**src/rtl/bb_msg_sched.sv**
```systemverilog
// Bounding-box report sequencer: every MSG_INTERVAL frames, snapshot five colour
// boxes and write a 3-word message per enabled, non-empty box into the CPU FIFO.
module bb_msg_sched #(
   parameter int MSG_INTERVAL = 6,
   parameter int FIFO_DEPTH   = 256,
   parameter bit SEND_EMPTY   = 1'b0
) (
   input  logic         clk,
   input  logic         reset,
   input  logic         frame_done,
   input  logic [219:0] box_bus,
   input  logic [4:0]   colour_en,
   input  logic [7:0]   fifo_usedw,
   input  logic         msg_flush,
   output logic         msg_wr,
   output logic [31:0]  msg_data,
   output logic         busy,
   output logic [7:0]   drop_cnt
);

   localparam logic [2:0] S_IDLE  = 3'd0;
   localparam logic [2:0] S_SCAN  = 3'd1;
   localparam logic [2:0] S_WR_ID = 3'd2;
   localparam logic [2:0] S_WR_TL = 3'd3;
   localparam logic [2:0] S_WR_BR = 3'd4;

   // One word of slack beyond the 3-word message covers the usedw lag after WR_BR.
   localparam logic [8:0] SPACE_MAX = 9'(FIFO_DEPTH - 4);
   localparam logic [7:0] RELOAD    = 8'(MSG_INTERVAL - 1);

   logic [2:0]  state, state_nx;
   logic [2:0]  idx, idx_nx;
   logic        pending, pending_nx;
   logic [7:0]  frame_cnt;
   logic        start;
   logic [1:0]  drop_inc;

   logic [43:0] snap_box [5];
   logic [4:0]  snap_en;

   logic        trig;
   logic [43:0] cur_box;
   logic [10:0] x_min, y_min, x_max, y_max;
   logic        col_valid;
   logic        has_space;
   logic        last_col;
   logic [2:0]  adv_state;
   logic [2:0]  adv_idx;

   function automatic logic [7:0] colour_code(input logic [2:0] i);
      case (i)
         3'd0:    return 8'h52;
         3'd1:    return 8'h47;
         3'd2:    return 8'h42;
         3'd3:    return 8'h57;
         default: return 8'h59;
      endcase
   endfunction

   function automatic logic [7:0] sat_add(input logic [7:0] a, input logic [1:0] b);
      logic [8:0] sum;
      sum = {1'b0, a} + {7'd0, b};
      return sum[8] ? 8'hFF : sum[7:0];
   endfunction

   assign trig      = frame_done && (frame_cnt == 8'd0);
   assign cur_box   = snap_box[idx];
   assign x_min     = cur_box[43:33];
   assign y_min     = cur_box[32:22];
   assign x_max     = cur_box[21:11];
   assign y_max     = cur_box[10:0];
   assign col_valid = snap_en[idx] && (SEND_EMPTY || ((x_min <= x_max) && (y_min <= y_max)));
   assign has_space = ({1'b0, fifo_usedw} <= SPACE_MAX);
   assign last_col  = (idx == 3'd4);
   assign adv_state = last_col ? S_IDLE : S_SCAN;
   assign adv_idx   = last_col ? 3'd0 : idx + 3'd1;

   always_comb begin
      state_nx   = state;
      idx_nx     = idx;
      pending_nx = pending;
      start      = 1'b0;
      drop_inc   = 2'd0;
      if (msg_flush) begin
         state_nx   = S_IDLE;
         idx_nx     = 3'd0;
         pending_nx = 1'b0;
      end else begin
         if ((state != S_IDLE) && trig) begin
            if (pending) drop_inc = drop_inc + 2'd1;
            else         pending_nx = 1'b1;
         end
         case (state)
            S_IDLE: begin
               if (trig || pending) begin
                  state_nx   = S_SCAN;
                  idx_nx     = 3'd0;
                  pending_nx = 1'b0;
                  start      = 1'b1;
               end
            end
            S_SCAN: begin
               if (col_valid && has_space) begin
                  state_nx = S_WR_ID;
               end else begin
                  if (col_valid) drop_inc = drop_inc + 2'd1;
                  state_nx = adv_state;
                  idx_nx   = adv_idx;
               end
            end
            S_WR_ID: state_nx = S_WR_TL;
            S_WR_TL: state_nx = S_WR_BR;
            S_WR_BR: begin
               state_nx = adv_state;
               idx_nx   = adv_idx;
            end
            default: begin
               state_nx = S_IDLE;
               idx_nx   = 3'd0;
            end
         endcase
      end
   end

   always_ff @(posedge clk or posedge reset) begin
      if (reset) begin
         state     <= S_IDLE;
         idx       <= 3'd0;
         pending   <= 1'b0;
         frame_cnt <= 8'd0;
         drop_cnt  <= 8'd0;
      end else begin
         state    <= state_nx;
         idx      <= idx_nx;
         pending  <= pending_nx;
         drop_cnt <= sat_add(drop_cnt, drop_inc);
         if (frame_done) frame_cnt <= (frame_cnt == 8'd0) ? RELOAD : frame_cnt - 8'd1;
      end
   end

   // Snapshot is pure data: only ever read after a start has loaded it.
   always_ff @(posedge clk) begin
      if (start) begin
         snap_en <= colour_en;
         for (int i = 0; i < 5; i++) snap_box[i] <= box_bus[44*i +: 44];
      end
   end

   always_comb begin
      msg_wr   = 1'b0;
      msg_data = 32'd0;
      case (state)
         S_WR_ID: begin
            msg_wr   = 1'b1;
            msg_data = {8'h00, colour_code(idx), 16'h4242};
         end
         S_WR_TL: begin
            msg_wr   = 1'b1;
            msg_data = {5'd0, x_min, 5'd0, y_min};
         end
         S_WR_BR: begin
            msg_wr   = 1'b1;
            msg_data = {5'd0, x_max, 5'd0, y_max};
         end
         default: ;
      endcase
   end

   assign busy = (state != S_IDLE);

endmodule

```
**config.mk**
```make
export PLATFORM = sky130hd
export DESIGN_NAME = bb_msg_sched
export DESIGN_NICKNAME = d
export VERILOG_FILES = /design/src/rtl/bb_msg_sched.sv
export SDC_FILE = /design/constraint.sdc
export NUM_CORES = 1
export LEC_CHECK = 0
export CORE_ASPECT_RATIO = 1.1
export CORE_MARGIN = 10
export CORE_UTILIZATION = 63
export CTS_CLUSTER_DIAMETER = 100
export DETAILED_ROUTE_END_ITERATION = 16
export DONT_BUFFER_PORTS = 1
export PLACE_DENSITY_LB_ADDON = 0.1
export SKIP_CTS_REPAIR_TIMING = 1
export SLEW_MARGIN = 20
export SYNTH_ARGS = -nofsm -noshare
export SYNTH_HDL_FRONTEND = slang
export SYNTH_SLANG_ARGS = --single-unit
```
**constraint.sdc**
```tcl
create_clock -name clk -period 20.9 [get_ports clk]
set_input_delay 3.135 -clock clk [delete_from_list [all_inputs] [get_ports clk]]
set_output_delay 3.135 -clock clk [all_outputs]
set_load 0.01 [all_outputs]
```
==> summary.txt, run 1 <==
Detailed routing
  • Router iterations before antenna repair: 5
  • Drt drc: 0
  • Post-route antenna net violation count: 0
  • 1st-iter DRT viols: ~400
  • Routed WL per cell: about 27 um
  • DRT Wirelength: 24600 um
  • DR vias: about 5.7k
  • Via-to-Cell Ratio: ~6.2

Floorplanning
  • Core Box Area: ~0.017 mm2
  • Die width: approximately 140 um
  • Initial Util: 63.8%
  • Die area: between 0.02 and 0.025 mm2
  • Num rows: 50
  • Height of the die: around 160 um
  • Top-level I/O count: 279

Cells and area
  • Share of cells above drive strength 1: between 10% and 20%
  • Nets: ~940
  • Final Cell Area: 0.0118 mm2
  • Finished Layout Cells: 926
  • Final Core Density: 69.7%
  • P&R area growth vs syn: 9.15%

Clocking
  • Longest Clk Path Bufs: 3
  • Clk_lat worst skew: approximately 0.53 ns
  • H-tree lvl count: 1
  • Clock sink total: 248
  • Clk pin slew, worst setup/hold paths: 0.06 ns
  • CTS root buf: clkbuf_16
  • Num CTS Buffers: 25
  • CTS tree: done

Worst setup path
  • Worst-path maximum fanout: between 50 and 60
  • Setup crit start kind: flip-flop
  • Slowest CP cell: dfrtp_4
  • Critical path class: flip-flop to output pin
  • CP cell instances: inv_1, ha_1, nor3_1, o21bai_1, and3_1, a211o_1, nand2_1
  • Critical path data arrival time: around 3.0 ns
  • Req. time, crit path: approximately 18 ns
  • Top Family by Delay on Critical Path: flip-flops
  • Setup crit end kind: output pin
  • Max incr delay on CP: 1.02 ns
  • Buf+Inv Stages, Crit Path: 1

Timing
  • Setup TNS: 0 ns
  • Tmin final: 6.13 ns
  • Clk_skew: ~0.018 ns
  • Pins over their slew limit: 0
  • Slew Limit Headroom: 31.5%
  • Tcrit/Tclk final: 29.3%
  • Final setup viols: 0
  • Final hold violations: 0
  • Fmax: 163 MHz
  • Unrepaired setup endpoints after global routing: false
  • Worst-Margin Slew: between 1 and 1.5 ns

Synth
  • Post-synth ARST share: 9.27%
  • Number of synthesized flops with an enable pin: 225
  • Mapped cell area: 0.0108 mm2
  • Sequential cell area fraction in the yosys report: roughly two thirds
  • Synth unique cells: 58
  • #FFs+latches synth: approximately 250
  • Mapped Cells: roughly 660
  • Top_reg_cell synth: edfxtp_1
  • Synth warn: 0
  • Avg Inst Size Synth: 16.3 um2

Worst hold path
  • Min-delay worst type: flip-flop to flip-flop

Job
  • Max-cap violations: 0

Global routing
  • Pin count of the biggest net entering global routing: 87
  • Initial antenna violation count: 7
  • Number of global-route vias before repair: 6028
  • GRT overflow: 0
  • Overall Global Routing Usage: 21.0%
  • Global-route wire length before repair: between 30000 and 40000 um

Place
  • Final GP Congestion: 0.862
  • Placed insts: a little under 900
  • DP HPWL: approximately 18000 um
  • Port Buffers: 0
  • Placed Instance Area: roughly 0.011 mm2

Power and ir drop
  • LEAKAGE: roughly 0.0042 uW
  • PD cells: ~90 mW/mm2
  • Total chip power: between 1000 and 1500 uW
  • Worst ir drop on vdd: slightly above 0.1 mV

Outcome
  • Status: complete, no violations
==> flip-flops by register name, summed over array words and instances (netlist names) <==
register,cells
snap_box,220
drop_cnt,8
snap_en,5
state,3
idx,3
pending,1
frame_cnt,8
==> per-stage QoR <==
step           hold slack (ns)  worst slack (ns)
2_1_floorplan            0.462             0.980
3_3_place_gp             0.482             15.24
3_5_place_dp             0.511             15.16
4_1_cts                  0.526             14.66
5_1_grt                  0.566             14.44
6_report                 0.518             14.77
==> synthesized netlist by cell type (all sizes together), types with 6 or more instances <==
cell type / number / area, um2
edfxtp: 225 / 6760
nand2: 104 / 395
mux4: 44 / 1040
ha: 32 / 400
buf: 28 / 238
mux2i: 25 / 258
dfrtp: 23 / 576
o21ai: 20 / 100
nor2: 19 / 71.3
a21oi: 13 / 65.1
inv: 10 / 37.5
clkbuf: 9 / 33.8
nor3: 9 / 45.0
a22o: 8 / 70.1
nand2b: 8 / 50.1
nor4: 7 / 50.1
nand3: 6 / 30.0
o211ai: 6 / 58.8
==> worst min-delay path: cells and delay by family (launching register included) <==
kind             cells  cell delay [ns]
flip-flops           1             0.35
AND/OR/NAND/NOR      2             0.14
==> path summary, 6_finish.rpt <==
path	start	endpoint	slack, ns	cells after the start
setup / recovery	idx[0]	msg_data[16]	14.77	7
hold / removal	frame_cnt[2]	frame_cnt[2]	0.52	2
setup reg to reg	idx[0]	drop_cnt[5]	15.85	18
hold reg to reg	frame_cnt[2]	frame_cnt[2]	0.52	2
max in group asynchronous	reset	idx[0]	17.62	1
min in group asynchronous	reset	frame_cnt[0]	2.67	1
==> area by class of cell <==
| class | instances | area, um2 |
|---|---|---|
| Sequential cell | 248 | 7340 |
| Clock buffer | 30 | 644 |
| Antenna cell | 5 | 12.5 |
| Fill cell | 1108 | 5140 |
| Inverter | 10 | 38.8 |
| Clock inverter | 16 | 226 |
| Tap cell | 234 | 293 |
| Multi-Input combinational cell | 376 | 3210 |
| Timing Repair Buffer | 7 | 52.6 |
==> power breakdown <==
| group | internal (uW) | leakage (uW) | switching, uW |
|---|---|---|---|
| clock network | 284 | 0.000423 | 181 |
| registers | 558 | 0.00232 | 13.0 |
| logic | 25.1 | 0.00144 | 30.9 |
| total | 867 | 0.00418 | 225 |
==> cells by family (layout without fill, tap and decap cells) <==
family                     count (synthesis)  in the layout  share of synthesized area (%)
other                                      1             14                         0.0347
and+or+nand+nor                          180            180                           7.64
muxes                                     70             70                           12.1
DFF                                      248            248                           67.8
buffers and inverters                     48             63                           2.94
AOI/OAI and AO/OA                         77             77                           5.08
adders and majority gates                 33             33                           3.89
xor gates and xnor gates                   7              7                          0.567
==> metal layers <==
layer / GRT usage (%) / wire, um
met1: 22.3 / 8470
met2: 36.9 / 12900
met3: 8.39 / 2430
met4: 7.88 / 820
met5: 0 / 22
==> cell usage in the layout, fill, tap and decap left out, types with 4 or more instances in the layout <==
cell / n
edfxtp_1: 225
nand2_1: 102
ha_1: 32
mux4_2: 31
clkbuf_16: 25
mux2i_1: 23
dfrtp_1: 21
nor2_1: 19
o21ai_0: 18
a21oi_1: 13
mux4_1: 13
inv_1: 9
conb_1: 9
nor3_1: 8
a22o_1: 8
nand2b_1: 8
buf_4: 7
nand3_1: 6
nor4_1: 6
diode_2: 5
nand4_1: 5
and3_1: 5
o211ai_1: 5
nor2b_1: 5
clkinv_2: 5
o2bb2ai_1: 5
clkbuf_1: 5
bufinv_16: 5
xor2_1: 4
No activity file was read; power rests on OpenSTA's default activity.
==> inputs of run 2 (changes only) <==
- clock period: 20.9 -> 6.1 ns (I/O delays scaled with it)
==> summary.txt, run 2 (synthesized netlist as in run 1, its figures left out) <==
Floorplanning
  • Num rows: 50
  • Top-level I/O count: approximately 280
  • Core Box Area: 0.0170 mm2
  • Height of the die: 157 um
  • Die width: ~140 um
  • Die area: between 0.02 and 0.025 mm2
  • Initial Util: between 60% and 70%

Worst setup path
  • Slowest CP cell: dfrtp_4
  • Setup crit start kind: flip-flop
  • Critical path class: flip-flop to flip-flop
  • Setup crit end kind: flip-flop
  • Top Family by Delay on Critical Path: simple AND/OR/NAND/NOR gates
  • Critical path data arrival time: between 5 and 6 ns
  • Buf+Inv Stages, Crit Path: 1
  • CP cell instances: mux4_1, nand2_1, nand2_1, ha_1, nand4_1, nor4_1, o32a_1, o2111ai_4, inv_1, ha_1, or3b_1, fa_1, nor2_1, nand3_1, nand2b_1
  • Max incr delay on CP: about 1.0 ns
  • Req. time, crit path: approximately 6.5 ns
  • Worst-path maximum fanout: 51

Timing
  • Unrepaired setup endpoints after global routing: false
  • Slew Limit Headroom: about a third
  • Tcrit/Tclk final: between 80% and 90%
  • Final hold violations: 0
  • Tmin final: slightly above 5 ns
  • Worst-Margin Slew: 1.01 ns
  • Fmax: about 200 MHz
  • Final setup viols: 0
  • Clk_skew: about 0.016 ns
  • Pins over their slew limit: 0

Place
  • DP HPWL: 17900 um
  • Placed insts: 875
  • Final GP Congestion: 0.883
  • Placed Instance Area: between 0.01 and 0.015 mm2
  • Port Buffers: 0

Clocking
  • Clock sink total: about 250
  • CTS tree: done
  • CTS root buf: clkbuf_16
  • Num CTS Buffers: 25
  • Clk_lat worst skew: 0.52 ns
  • H-tree lvl count: 1
  • Clk pin slew, worst setup/hold paths: 0.06 ns
  • Longest Clk Path Bufs: 3

Cells and area
  • Final Core Density: a little over two thirds
  • Area of the multi-input gates: around 0.0032 mm2
  • Top Registers: snap_box (220), drop_cnt (8), frame_cnt (8)
  • Layout filler cell count: ~1.1k
  • Max reg flops: between 200 and 250
  • P&R area growth vs syn: 9.27%
  • Most flop-heavy register: snap_box
  • Finished Layout Cells: 925
  • Share of cells above drive strength 1: 13.8%
  • Commonest cells after routing, fill and taps aside: edfxtp_1, nand2_1, ha_1
  • Leading cell type in the layout, fill and taps excluded: edfxtp_1
  • Register area: approximately 0.0073 mm2
  • Nets: roughly 940
  • Final Cell Area: between 0.01 and 0.015 mm2

Power and ir drop
  • Total chip power: between 3000 and 4000 uW
  • LEAKAGE: between 0.004 and 0.005 uW
  • PD cells: around 310 mW/mm2
  • Worst ir drop on vdd: 0.275 mV

Global routing
  • Global-route wire length before repair: between 30000 and 40000 um
  • Overall Global Routing Usage: 20.9%
  • Busiest grt layer: met2
  • Met3 usage: under 10%
  • Met2 Usage GRT: about 36%
  • GRT overflow: 0
  • Number of global-route vias before repair: 6014
  • GR Util met1: 23.9%
  • Initial antenna violation count: 4
  • Pin count of the biggest net entering global routing: around 130

Worst hold path
  • Min-delay worst type: input port to asynchronous set/reset pin

Outcome
  • Status: complete, no violations

Detailed routing
  • Routed WL per cell: approximately 26 um
  • Drt drc: 0
  • Post-route antenna net violation count: 0
  • Via-to-Cell Ratio: 6.09
  • DRT Wirelength: between 20000 and 25000 um
  • Router iterations before antenna repair: 5
  • DR vias: ~5.6k
  • 1st-iter DRT viols: 503

Job
  • Max-cap violations: 0
[run 2: path summary, 6_finish.rpt]
kind / to / cells after the start / start / slack [ns]
setup reg to reg: drop_cnt[0] / 15 / idx[0] / 1.07
min in group clk: state[2] / 1 / msg_flush / 0.47
hold / removal: state[2] / 1 / reset / 0.47
max in group asynchronous: idx[0] / 1 / reset / 5.00
setup / recovery: drop_cnt[0] / 15 / idx[0] / 1.07
hold reg to reg: frame_cnt[0] / 2 / frame_cnt[0] / 0.52
[run 2: worst reg2reg max path: cells and delay by family, from the launching register on]
family | cells | cell delay, ns
DFF | 1 | 1.03
buffers and inverters | 1 | 0.14
adders and majority gates | 3 | 0.98
AOI/OAI and AO/OA | 2 | 0.46
muxes | 1 | 0.74
and+or+nand+nor | 8 | 1.60
[run 2: area by class of cell]
type | instances | share of cell area (%)
multi-input combinational | 376 | 27.3
clock inverter | 18 | 1.86
sequential | 248 | 62.1
antenna | 4 | 0.0847
inverter | 10 | 0.317
tap | 234 | 2.48
clock buffer | 28 | 5.39
timing repair buffer | 7 | 0.550
[run 2: through the flow]
stage	setup TNS, ns	hold WS (ns)	setup WS [ns]
after floorplan	-233.50	0.484	-1.04
after global placement	0	0.506	1.32
after detailed placement	0	0.507	1.09
after CTS	0	0.456	1.03
after global routing	0	0.453	0.712
final	0	0.473	1.07
[run 2: routing by layer]
| metal | part of all wire, % | wire, um |
|---|---|---|
| met3 | 8.9 | 2170 |
| met5 | 0.053 | 13 |
| met2 | 51 | 12500 |
| met4 | 2.2 | 530 |
| met1 | 38 | 9160 |
[run 2: where the power goes]
part | internal (uW) | switching, uW | leakage [uW] | total [uW]
Combinational | 86.8 | 105 | 0.00144 | 192
Clock | 963 | 607 | 0.000419 | 1570
Sequential | 1910 | 46.8 | 0.00232 | 1960
Total | 2960 | 759 | 0.00418 | 3720
==> inputs of run 3 (changes only) <==
- CORE_UTILIZATION: 63 -> 57
- clock period: 6.1 -> 4.3 ns (I/O delays scaled with it)
==> summary.txt, run 3 (synthesized netlist as in run 1, its figures left out) <==
Outcome
  • Status: complete, no violations

Power and ir drop
  • Logic pwr share: 6.0%
  • Sw power: between 1000 and 1500 uW
  • Sw Share: between 20% and 30%
  • Register share of total power: 51.8%
  • Worst ir drop on vdd: 0.376 mV
  • Clock Power Share: ~42%
  • Internal Power: between 4000 and 5000 uW
  • PD cells: 438 mW/mm2
  • LEAKAGE: ~0.0042 uW

Place
  • Final GP Congestion: roughly 0.9
  • Port Buffers: 0
  • DP HPWL: roughly 19000 um
  • Placed insts: between 800 and 900

Clocking
  • Num CTS Buffers: 26
  • Clock sink total: 248
  • CTS root buf: clkbuf_16
  • Clk_lat worst skew: approximately 0.54 ns
  • Clk pin slew, worst setup/hold paths: around 0.06 ns
  • CTS tree: done
  • Longest Clk Path Bufs: 3
  • H-tree lvl count: 1

Cells and area
  • Commonest cells after routing, fill and taps aside: edfxtp_1, nand2_1, mux4_2
  • Most flop-heavy register: snap_box
  • Final Core Density: ~66%
  • Finished Layout Cells: 954
  • Share of cells above drive strength 1: between 10% and 20%
  • Leading cell type in the layout, fill and taps excluded: edfxtp_1
  • Max reg flops: 220
  • P&R area growth vs syn: 12.9%
  • Top Registers: snap_box (220), drop_cnt (8), frame_cnt (8)
  • Nets: around 960

Detailed routing
  • DR vias: slightly below 6k
  • 1st-iter DRT viols: 437
  • Via-to-Cell Ratio: approximately 6
  • Router iterations before antenna repair: 5
  • Drt drc: 0
  • Routed WL per cell: around 27 um
  • Post-route antenna net violation count: 0
  • DRT Wirelength: 25900 um

Timing
  • Fmax: between 200 and 250 MHz
  • Worst-Margin Slew: 0.923 ns
  • Unrepaired setup endpoints after global routing: true
  • Final setup viols: 0
  • Slew Limit Headroom: 38.4%
  • Tmin final: approximately 4.2 ns
  • Clk_skew: roughly 0.012 ns
  • Tcrit/Tclk final: approximately 98%
  • Setup TNS: 0 ns
  • Pins over their slew limit: 0
  • Final hold violations: 0

Global routing
  • Pin count of the biggest net entering global routing: 130
  • GRT overflow: 0
  • Number of global-route vias before repair: 6149
  • Overall Global Routing Usage: approximately a fifth
  • Initial antenna violation count: 12
  • Global-route wire length before repair: approximately 37000 um

Floorplanning
  • Top-level I/O count: roughly 280
  • Die width: 151 um
  • Initial Util: around three fifths
  • Num rows: between 50 and 60
  • Core Box Area: 0.0185 mm2
  • Height of the die: about 160 um
  • Die area: roughly 0.025 mm2

Worst setup path
  • Max incr delay on CP: ~0.52 ns
  • Buf+Inv Stages, Crit Path: 3
  • CP cell instances: buf_12, clkbuf_16, mux4_2, mux2i_2, ha_1, nand3_2, nor4_2, o32a_1, o2111ai_4, o211ai_4, mux2i_1, ha_1, inv_1, fa_2, nor2_4, nand3_4, nand2b_1
  • Setup crit start kind: flip-flop
  • Critical path class: flip-flop to flip-flop
  • Crit-path most repeated cell: ha_1
  • Critical path data arrival time: between 4 and 5 ns
  • Req. time, crit path: ~4.8 ns
  • Setup crit end kind: flip-flop
  • Worst setup path startpoint: idx[0]
  • Reg2reg start: idx[0]
  • Worst-path maximum fanout: 10
  • Top Family by Delay on Critical Path: multiplexers
  • Slowest CP cell: mux4_2

Worst hold path
  • Min-delay worst type: input port to flip-flop
  • Worst Hold Launch: msg_flush

Job
  • Max-cap violations: 0
==> run 3: changes by cell type in the layout (fill, tap and decap cells not counted), sizes merged <==
cell / before / now
clkbuf: 28 / 29
diode: 4 / 6
inv: 11 / 10
clkinv: 10 / 12
buf: 7 / 22
bufinv: 5 / 4
clkinvlp: 2 / 4
==> run 3: final cells by class <==
type,count,area (um2)
antenna,6,15.0
clock buffer,28,658
clock inverter,20,213
fill,1296,6330
inverter,10,37.5
multi-input combinational,376,3370
sequential,248,7340
tap,243,304
timing repair buffer,23,285
==> run 3: power groups by stage <==
stage / combinational [uW] / clock [uW] / sequential [uW]
floorplan: 247 / 0 / 2810
global placement: 290 / 0 / 2810
detailed placement: 299 / 0 / 2820
CTS: 300 / 2290 / 2770
global route: 355 / 2380 / 2780
finish: 319 / 2260 / 2770
==> run 3: worst paths after layout <==
| path | end | slack (ns) | cells past startpoint |
|---|---|---|---|
| min in group asynchronous | frame_cnt[2] | 0.20 | 1 |
| min reg2reg | frame_cnt[7] | 0.53 | 1 |
| max reg2reg | drop_cnt[0] | 0.10 | 17 |
| max in group asynchronous | idx[0] | 3.42 | 1 |
| max | drop_cnt[0] | 0.10 | 17 |
| min | state[0] | 0.17 | 1 |
==> run 3: stage by stage <==
stage	instance area (um2)	hold WS, ns	power, uW	setup WS, ns
4_1_cts	12000	0.155	5360	-0.193
3_5_place_dp	11100	0.518	3110	-0.119
5_1_grt	12200	0.156	5520	-0.105
3_3_place_gp	11100	0.502	3100	0.103
6_report	12200	0.172	5350	0.100
2_1_floorplan	10900	0.484	3050	-2.57
==> run 3: worst reg2reg max path: stages, from the launching register on <==
cell,delay [ns]
dfrtp_4,0.50
buf_12,0.13
clkbuf_16,0.17
mux4_2,0.52
mux2i_2,0.31
ha_1,0.20
nand3_2,0.11
nor4_2,0.29
o32a_1,0.23
o2111ai_4,0.16
o211ai_4,0.23
mux2i_1,0.22
ha_1,0.18
inv_1,0.06
fa_2,0.45
nor2_4,0.16
nand3_4,0.12
nand2b_1,0.11
==> run 3: per-layer routing <==
metal / up-vias / track usage, % / wire (um)
met5: - / 0 / 82
met1: 2878 / 21.7 / 9290
met4: 12 / 6.48 / 668
met2: 245 / 34.1 / 13300
met3: 56 / 8.21 / 2560
li1: 2627 / - / -
